$ cat config.mk
export PLATFORM = sky130hd
export DESIGN_NAME = pipe_reg_chain
export DESIGN_NICKNAME = d
export VERILOG_FILES = /design/src/rtl/pipe_reg_stage.sv /design/src/rtl/pipe_reg_chain.sv
export SDC_FILE = /design/constraint.sdc
export NUM_CORES = 1
export LEC_CHECK = 0
export BUFFER_PORTS_ARGS = -buffer_cell sky130_fd_sc_hd__buf_2
export CAP_MARGIN = 20
export CORE_MARGIN = 4
export CORE_UTILIZATION = 35
export DETAILED_ROUTE_END_ITERATION = 8
export PLACE_DENSITY = 0.55
export REMOVE_ABC_BUFFERS = 1
export SETUP_SLACK_MARGIN = 0.1
export SYNTH_ARGS = -nofsm -noshare
export SYNTH_HDL_FRONTEND = slang
export SYNTH_SLANG_ARGS = --single-unit
$ cat constraint.sdc
create_clock -name clk -period 4.5 [get_ports clk]
set_clock_uncertainty 0.05 [all_clocks]
set_input_delay 0.45 -clock clk [delete_from_list [all_inputs] [get_ports clk]]
set_output_delay 0.45 -clock clk [all_outputs]
set_load 0.01 [all_outputs]
$ cat src/rtl/pipe_reg_stage.sv
// ============================================================================
//  Module   : pipe_reg_stage
//  Purpose  : One handshaked pipeline register slot (valid bit + data word).
//  Revision : 1.0  initial release
// ============================================================================
`default_nettype none

module pipe_reg_stage #(
    parameter int               WIDTH     = 8,
    parameter logic [WIDTH-1:0] RESET_VAL = '0
) (
    input  logic             clk,
    input  logic             rst,
    input  logic             flush,
    input  logic             up_valid,
    input  logic [WIDTH-1:0] up_data,
    input  logic             dn_ready,
    output logic             v,
    output logic [WIDTH-1:0] d,
    output logic             rdy
);

    // An empty slot always accepts, which is what collapses bubbles under a stall.
    assign rdy = ~v | dn_ready;

    always_ff @(posedge clk) begin
        if (rst) begin
            v <= 1'b0;
            d <= RESET_VAL;
        end else if (flush) begin
            v <= 1'b0;
        end else if (rdy) begin
            v <= up_valid;
            d <= up_data;
        end
    end

endmodule

`default_nettype wire

$ cat src/rtl/pipe_reg_chain.sv
// ============================================================================
//  Module   : pipe_reg_chain
//  Purpose  : DEPTH-stage stallable delay line with valid/ready backpressure.
//  Revision : 1.0  initial release
// ============================================================================
`default_nettype none

module pipe_reg_chain #(
    parameter int               WIDTH     = 8,
    parameter int               DEPTH     = 4,
    parameter logic [WIDTH-1:0] RESET_VAL = '0
) (
    input  logic                       clk,
    input  logic                       rst,
    input  logic                       flush,
    input  logic                       in_valid,
    output logic                       in_ready,
    input  logic [WIDTH-1:0]           in_data,
    output logic                       out_valid,
    input  logic                       out_ready,
    output logic [WIDTH-1:0]           out_data,
    output logic [$clog2(DEPTH+1)-1:0] occupancy
);

    localparam int OCC_W = $clog2(DEPTH+1);

    logic             w_v      [DEPTH];
    logic [WIDTH-1:0] w_d      [DEPTH];
    logic             w_up_v   [DEPTH];
    logic [WIDTH-1:0] w_up_d   [DEPTH];
    logic             w_rdy    [DEPTH+1];
    logic [OCC_W-1:0] w_occ;

    // Ready ripples from the output back to the input; data/valid flow forward.
    assign w_rdy[DEPTH] = out_ready;

    generate
        for (genvar i = 0; i < DEPTH; i++) begin : g_stage
            if (i == 0) begin : g_head
                assign w_up_v[i] = in_valid;
                assign w_up_d[i] = in_data;
            end else begin : g_link
                assign w_up_v[i] = w_v[i-1];
                assign w_up_d[i] = w_d[i-1];
            end

            pipe_reg_stage #(
                .WIDTH     (WIDTH),
                .RESET_VAL (RESET_VAL)
            ) u_stage (
                .clk      (clk),
                .rst      (rst),
                .flush    (flush),
                .up_valid (w_up_v[i]),
                .up_data  (w_up_d[i]),
                .dn_ready (w_rdy[i+1]),
                .v        (w_v[i]),
                .d        (w_d[i]),
                .rdy      (w_rdy[i])
            );
        end
    endgenerate

    always_comb begin
        w_occ = '0;
        for (int i = 0; i < DEPTH; i++) begin
            w_occ = w_occ + OCC_W'(w_v[i]);
        end
    end

    assign in_ready  = w_rdy[0];
    assign out_valid = w_v[DEPTH-1];
    assign out_data  = w_d[DEPTH-1];
    assign occupancy = w_occ;

endmodule

`default_nettype wire

# --- Yosys cells after proc, flatten, opt, wreduce, memory -nomap -nowiden ---
# Index checks and enable logic that the tools add are counted.
word_totals:
  output_inout_bits: 13
  input_bits: 13
  mem_bits_rw: 0
  mem_bits_ro: 0
  latch_bits: 0
  mem_count: 0
  regBits: 36
op_classes:
  n_eq_ne: 0
  n_mul: 0
  addsub: 3
  n_lt_le_gt_ge: 0
  reduce_logical: 5
  n_div: 0
  n_shift: 0
  mux: 0
  bitwise_logic: 9
ops:
  columns: ["operator", "count"]
  rows:
  - ["2-bit AND reduction", 4]
  - ["1-bit inverter", 5]
  - ["1-bit OR", 4]
  - ["2-bit by 1-bit adder with 3-bit output", 1]
  - ["3-bit by 1-bit adder with 3-bit output", 1]
  - ["1-bit by 1-bit adder with 2-bit output", 1]
  - ["2-bit OR reduction", 1]

# --- Logic depth before layout (Yosys ltp) ---
# Gate-level depths: netlist of the first run.
logic_depth:
  ltp_word: 6
  mapped_depth: 7

# --- Modules after synthesis ---
# A second synthesis of the first run with hierarchy kept.
unflattened:
  cells_unflattened: 168
  area_unflattened_um2: 1575.3
modules_own_cells:
  columns: ["mod", "instances", "cells_each", "area_each_um2", "seq_area_each_um2"]
  rows:
  - ["pipe_reg_stage", 4, 40, 377.9, 180.2]
  - ["pipe_reg_chain", 1, 8, 63.8, 0.0]

# --- Worst setup path before layout of the first run ---
# Ideal clock, no wire load.
synth_path:
  path_kind: "flip-flop to output port"
  from: "reg g_stage[0].u_stage.v"
  to: "out occupancy[1]"
  slack_ps: 2139
  required_time_ps: 4000
  arrival_time_ps: 1861
  path_stages_with_launch: 8
  cell_sequence: "dfxtp_1 -> clkbuf_1 -> buf_2 -> inv_1 -> fa_1 -> inv_1 -> ha_1 -> ha_1"
synth_between:
  elab_chain_cells: 3
synth_rtl:
  columns: ["element", "line_no", "text"]
  rows:
  - ["start: declaration", "pipe_reg_stage.sv:18", "output logic v,"]
  - ["start signal: assignment", "pipe_reg_stage.sv:33", "v <= up_valid;"]
  - ["1-bit by 1-bit adder with 2-bit output", "pipe_reg_chain.sv:67", "w_occ = w_occ + OCC_W'(w_v[i]);"]
  - ["2-bit by 1-bit adder with 3-bit output", "pipe_reg_chain.sv:67", null]
  - ["3-bit by 1-bit adder with 3-bit output", "pipe_reg_chain.sv:67", null]
  - ["end: declaration", "pipe_reg_chain.sv:22", "output logic [$clog2(DEPTH+1)-1:0] occupancy"]
# No other way between the ends.

# --- Worst setup path in the final report of the first run ---
# Ends and elaborated chain as after synthesis.

==> results.sh, run 1 <==
export IMPL_status="complete, no violations"
export IMPL_max_cap_violations=0
export IMPL_setup_violations_final=0
export IMPL_hpwl_um=2090
export IMPL_grt_remaining_overflow=0
export IMPL_synthSimpleGateAreaFrac=0.228
export IMPL_cp_slowest_cell="dfxtp_1"
export IMPL_cts_buffers=5
export IMPL_vias=1306
export IMPL_synthesis_area_mm2=0.00170
export IMPL_grt_pass1_vias=1144
export IMPL_clockBufferDepth=2
export IMPL_grt_busiest_layer="met1"
export IMPL_grt_pass1_wl_um=5620
export IMPL_clk_latency_ns=0.28
export IMPL_seq_area_frac_synth=0.423
export IMPL_nFillCells=497
export IMPL_combPwrFrac=0.091
export IMPL_grt_setup_unrepaired="false"
export IMPL_gr_usage_met2=0.164
export IMPL_place_congestion=0.657
export IMPL_power_leakage_nw=0.785
export IMPL_cp_arrival_ns=2.33
export IMPL_endpoint_kind="output pin"
export IMPL_cts_setup_buffers=0
export IMPL_slowest_delay_ns=0.77
export IMPL_synth_xor_area_frac=0
export IMPL_worstReg2RegStart="g_stage[3].u_stage.v"
export IMPL_die_area_mm2=0.00605
export IMPL_r2r_slack_ns=2.76
export IMPL_switching_share=0.244
export IMPL_synth_main_ff_cell="dfxtp_1"
export IMPL_p_clk_frac=0.375
export IMPL_final_cell_mix="dfxtp_1 (36), nand2b_1 (25), buf_2 (25), nand2_1 (17), mux2i_1 (16)"
export IMPL_use_met3=0.0336
export IMPL_firstDrtPassIters=4
export IMPL_gr_usage_met1=0.165
export IMPL_timing_final_ws_setup_ns=1.67
export IMPL_final_antenna_net_count=0
export IMPL_final_nets=220
export IMPL_first_iter_violations=83
export IMPL_dp_worst_setup_slack_ns=1.98
export IMPL_hp_start="in_valid"
export IMPL_required_ns=4.00
export IMPL_route_detailed_drc=0
export IMPL_grt_max_degree=58
export IMPL_clk_pin_slew_ns=0.07
export IMPL_crit_fanout=20
export IMPL_syn_to_final_growth_pct=12.5
export IMPL_fin_crit_ns=2.83
export IMPL_routed_wl_um=3430
export IMPL_cp_startpoint="g_stage[0].u_stage.v"
export IMPL_ir_drop_mv=0.190
export IMPL_die_h_um=77.8
export IMPL_cts_hold_buf=0
export IMPL_p_sw_mw=0.156
export IMPL_cts_tree="built"
export IMPL_wl_per_cell_um=12.6
export IMPL_antenna_cells=0
export IMPL_via_per_inst=4.80
export IMPL_cts_resized=0
export IMPL_synth_compound_area_share=0.145
export IMPL_avgSynthCellArea_um2=9.02
export IMPL_critPathLaunchType="flop"
export IMPL_grt_usage=0.114
export IMPL_rows=25
export IMPL_final_common_cell="dfxtp_1"
export IMPL_drv_slew=0
export IMPL_relSlewSlack=0.458
export IMPL_pwr_share_seq=0.535
export IMPL_synth_cells=189
export IMPL_synthAdderAreaFrac=0.0264
export IMPL_drive_above_1_share=0.171
export IMPL_worstMarginPinSlew_ns=0.813
export IMPL_ys_warnings_count=0
export IMPL_critPathKind="reg -> out"
export IMPL_hold_violations=0
export IMPL_synth_edf_count=0
export IMPL_clock_root_buffer="clkbuf_8"
export IMPL_pin_count=26
export IMPL_start_util=0.361
export IMPL_p_per_area_mw_per_mm2=334
export IMPL_worstPathCellList="inv_1 -> fa_1 -> inv_1 -> ha_1 -> ha_1 -> buf_2"
export IMPL_synthArstFlopShare=0
export IMPL_synthMuxAreaShare=0.0940
export IMPL_htreeDepth=2
export IMPL_portBuffers=25
export IMPL_final_setup_tns_ns=0
export IMPL_clock_sinks=36
export IMPL_p_int_mw=0.484
export IMPL_timing_fmax_mhz=354
export IMPL_synth_top_family_by_area="simple AND/OR/NAND/NOR gates"
export IMPL_min_path_type="in -> reg"
export IMPL_coreArea_mm2=0.00472
export IMPL_die_w_um=77.8
export IMPL_synth_cell_type_count=24
export IMPL_antenna_found_initial=0
export IMPL_finalCritPeriodShare=0.628
export IMPL_synth_seq_cells=36
final timing paths:
| path | to | cells after the start |
|---|---|---|
| hold reg to reg | g_stage[3].u_stage.d[4] | 2 |
| hold / removal | g_stage[0].u_stage.v | 3 |
| setup / recovery | occupancy[1] | 6 |
| setup reg to reg | g_stage[2].u_stage.d[0] | 3 |
worst max-delay path, delay by kind of cell (launching register included):
family     cells  cell delay, ns
flops          1            0.77
fa+ha+maj      3            0.96
buf+inv        3            0.32
synth_stat cells (2+ instances only):
cell       n  area (um^2)
a21oi_1   10         50.1
nand4b_1   8         70.1
buf_6      2         22.5
o311ai_1   8         70.1
o32a_1     8         80.1
mux2i_1   16          160
nand2_1   17         63.8
nand2b_1  25          156
inv_1     13         48.8
o21ai_0    8         40.0
ha_1       2         25.0
dfxtp_1   36          721
nor2_1     6         22.5
buf_2      6         30.0
clkbuf_1   8         30.0
nand3_1    8         40.0
state kept, by name (all words and copies together) (netlist names):
signal and cells:
g_stage.u_stage.d 32, g_stage.u_stage.v 4
power groups by stage:
stage | logic (mW) | clock network, mW | registers, mW
2_1_floorplan | 0.0363 | 0 | 0.348
3_3_place_gp | 0.0584 | 0 | 0.349
3_5_place_dp | 0.0585 | 0 | 0.350
4_1_cts | 0.0586 | 0.247 | 0.342
5_1_grt | 0.0652 | 0.259 | 0.344
6_report | 0.0580 | 0.240 | 0.343
through the flow:
step	instance area [um^2]	cells	total power, mW	util	hold WS, ns
after floorplan	1610	172	0.384	-	0.388
after global placement	1820	264	0.408	0.386	0.405
after detailed placement	1820	264	0.408	0.386	0.411
after CTS	1920	272	0.648	0.406	0.320
after global routing	1920	272	0.669	0.406	0.323
final	1920	272	0.640	0.406	0.322
layer usage:
layer  part of all wire  vias to the layer above
li1                   -                      685
met1               0.51                      583
met2               0.42                       36
met3              0.063                        2
met4             0.0035                        0
met5                  0                        -
logic make-up (layout without fill, tap and decap cells):
family                     count (synthesis)  count (layout)
buffers and inverters                     31              47
muxes                                     16              16
DFF                                       36              36
adders and majority gates                  3               3
and+or+nand+nor                           68              68
AOI/OAI and AO/OA                         35              35
final cells by class:
class                      count  area [um^2]  share of cell area
timing repair buffer          25          125              0.0653
sequential                    36          721               0.376
multi-input combinational    122          841               0.439
tap                           67         83.8              0.0437
clock inverter                 1         7.51             0.00392
clock buffer                   7         86.3              0.0450
inverter                      14         52.6              0.0274
No activity file was read; power rests on OpenSTA's default activity.
==> inputs of run 2 (changes only) <==
PLACE_DENSITY = 0.56   (was 0.55)
clock period = 2.5 ns   (was 4.5 ns; I/O delays follow)
==> results.sh, run 2 (synthesis gave the netlist of run 1 again) <==
export IMPL_wl_met1_um=1770
export IMPL_p_per_area_mw_per_mm2=596
export IMPL_portBuffers=25
export IMPL_switching_share=0.244
export IMPL_setup_violations_final=0
export IMPL_placed_cell_area_mm2=0.00185
export IMPL_place_congestion=0.678
export IMPL_rows=25
export IMPL_power_leakage_nw=0.801
export IMPL_p_sw_mw=0.282
export IMPL_dp_worst_setup_slack_ns=0.629
export IMPL_ir_drop_mv=0.295
export IMPL_syn_to_final_growth_pct=13.8
export IMPL_start_util=0.361
export IMPL_hpwl_um=2110
export IMPL_cts_tree="built"
export IMPL_clock_sinks=36
export IMPL_required_ns=2.20
export IMPL_slowest_delay_ns=0.53
export IMPL_die_area_mm2=0.00605
export IMPL_vias=1300
export IMPL_route_met3_wl_um=161
export IMPL_grt_max_degree=57
export IMPL_first_iter_violations=90
export IMPL_grt_remaining_overflow=0
export IMPL_coreArea_mm2=0.00472
export IMPL_final_cell_mix="dfxtp_1 (36), nand2b_1 (25), buf_2 (25), nand2_1 (17), mux2i_1 (16)"
export IMPL_grt_pass1_wl_um=5720
export IMPL_largest_reg_flops=32
export IMPL_die_h_um=77.8
export IMPL_worstPathCellList="inv_1 -> fa_1 -> inv_1 -> ha_1 -> ha_1 -> buf_2"
export IMPL_combPwrFrac=0.094
export IMPL_drive_above_1_share=0.183
export IMPL_route_detailed_drc=0
export IMPL_top_regs="g_stage.u_stage.d: 32 flops, g_stage.u_stage.v: 4 flops"
export IMPL_p_total_mw=1.16
export IMPL_wl_per_cell_um=12.1
export IMPL_status="complete, no violations"
export IMPL_routed_wl_um=3340
export IMPL_pin_count=26
export IMPL_r2r_slack_ns=1.06
export IMPL_relSlewSlack=0.695
export IMPL_grt_setup_unrepaired="false"
export IMPL_regMostFlops="g_stage.u_stage.d"
export IMPL_crit_fanout=5
export IMPL_final_common_cell="dfxtp_1"
export IMPL_whs_endpoint="g_stage[0].u_stage.v"
export IMPL_hold_path_cell_count=3
export IMPL_cts_hold_buf=0
export IMPL_cts_setup_buffers=0
export IMPL_cts_resized=0
export IMPL_clk_pin_slew_ns=0.07
export IMPL_cp_arrival_ns=1.88
export IMPL_fin_crit_ns=2.18
export IMPL_antenna_cells=0
export IMPL_die_w_um=77.8
export IMPL_p_clk_frac=0.375
export IMPL_timing_final_ws_setup_ns=0.318
export IMPL_ff2ff_path_depth=4
export IMPL_cts_buffers=5
export IMPL_multiInputGateArea_um2=841
export IMPL_antenna_found_initial=0
export IMPL_nFillCells=504
export IMPL_pwr_share_seq=0.531
export IMPL_clk_latency_ns=0.29
export IMPL_timing_fmax_mhz=458
export IMPL_final_nets=223
export IMPL_route_met2_wl_um=1350
export IMPL_p_int_mw=0.873
export IMPL_worstMarginPinSlew_ns=0.458
export IMPL_grt_usage=0.118
export IMPL_final_setup_tns_ns=0
export IMPL_grt_pass1_vias=1272
export IMPL_worstReg2RegStart="g_stage[3].u_stage.v"
export IMPL_critPathKind="reg -> out"
export IMPL_cp_startpoint="g_stage[3].u_stage.v"
export IMPL_via_per_inst=4.73
export IMPL_hp_start="in_valid"
export IMPL_max_cap_violations=0
export IMPL_firstDrtPassIters=4
export IMPL_critPathLaunchType="flop"
export IMPL_min_path_type="in -> reg"
export IMPL_r2r_end="g_stage[2].u_stage.d[5]"
export IMPL_finalCritPeriodShare=0.873
export IMPL_final_antenna_net_count=0
export IMPL_cp_slowest_cell="fa_1"
export IMPL_clockBufferDepth=2
export IMPL_finalInstanceArea_mm2=0.00194
export IMPL_hold_violations=0
export IMPL_clock_root_buffer="clkbuf_8"
export IMPL_dr_max_layer_used="met4"
export IMPL_seq_area_um2=721
export IMPL_drv_slew=0
export IMPL_endpoint_kind="output pin"
export IMPL_htreeDepth=2
run 2: cell types whose count changed in the layout (fill, tap and decap cells not counted):
| cell | before | now |
|---|---|---|
| buf_4 | 0 | 3 |
run 2: worst max-delay path: cells and delay by family, from the launching register on:
| family | cells | cell delay [ns] |
|---|---|---|
| buffers and inverters | 3 | 0.26 |
| flip-flops | 1 | 0.38 |
| adder cells (fa/ha/maj) | 3 | 0.96 |
run 2: worst max-delay path by stage:
stage                              end  slack, ns  cells past startpoint
after floorplan           occupancy[1]       0.48                      5
after global placement    occupancy[1]       0.65                      6
after detailed placement  occupancy[1]       0.63                      6
after CTS                 occupancy[1]       0.30                      6
after global routing      occupancy[1]       0.22                      6
final                     occupancy[1]       0.32                      6
run 2: power groups by stage:
stage	Combinational, mW	Clock (mW)	Sequential [mW]
2_1_floorplan	0.0654	0	0.626
3_5_place_dp	0.110	0	0.627
3_3_place_gp	0.110	0	0.626
5_1_grt	0.122	0.472	0.617
4_1_cts	0.110	0.450	0.613
6_report	0.108	0.433	0.614
run 2: layer usage:
layer  GRT usage  vias up
met5           0        -
met4      0.0641        0
met3      0.0325        6
met2       0.182       28
met1       0.149      579
li1            -      687
run 2: layout make-up:
class | instances | share of cell area
inverters | 14 | 0.0271
multi-input cells | 122 | 0.434
flip-flops and latches | 36 | 0.372
clock inverters | 1 | 0.00387
repair buffers | 28 | 0.0761
clock buffers | 7 | 0.0445
well taps | 67 | 0.0432
run 2: through the flow:
| stage | utilization | hold WS, ns | cells |
|---|---|---|---|
| finish | 0.411 | 0.124 | 275 |
| global route | 0.411 | 0.174 | 275 |
| global placement | 0.391 | 0.404 | 267 |
| floorplan | - | 0.269 | 172 |
| CTS | 0.411 | 0.117 | 275 |
| detailed placement | 0.391 | 0.410 | 267 |
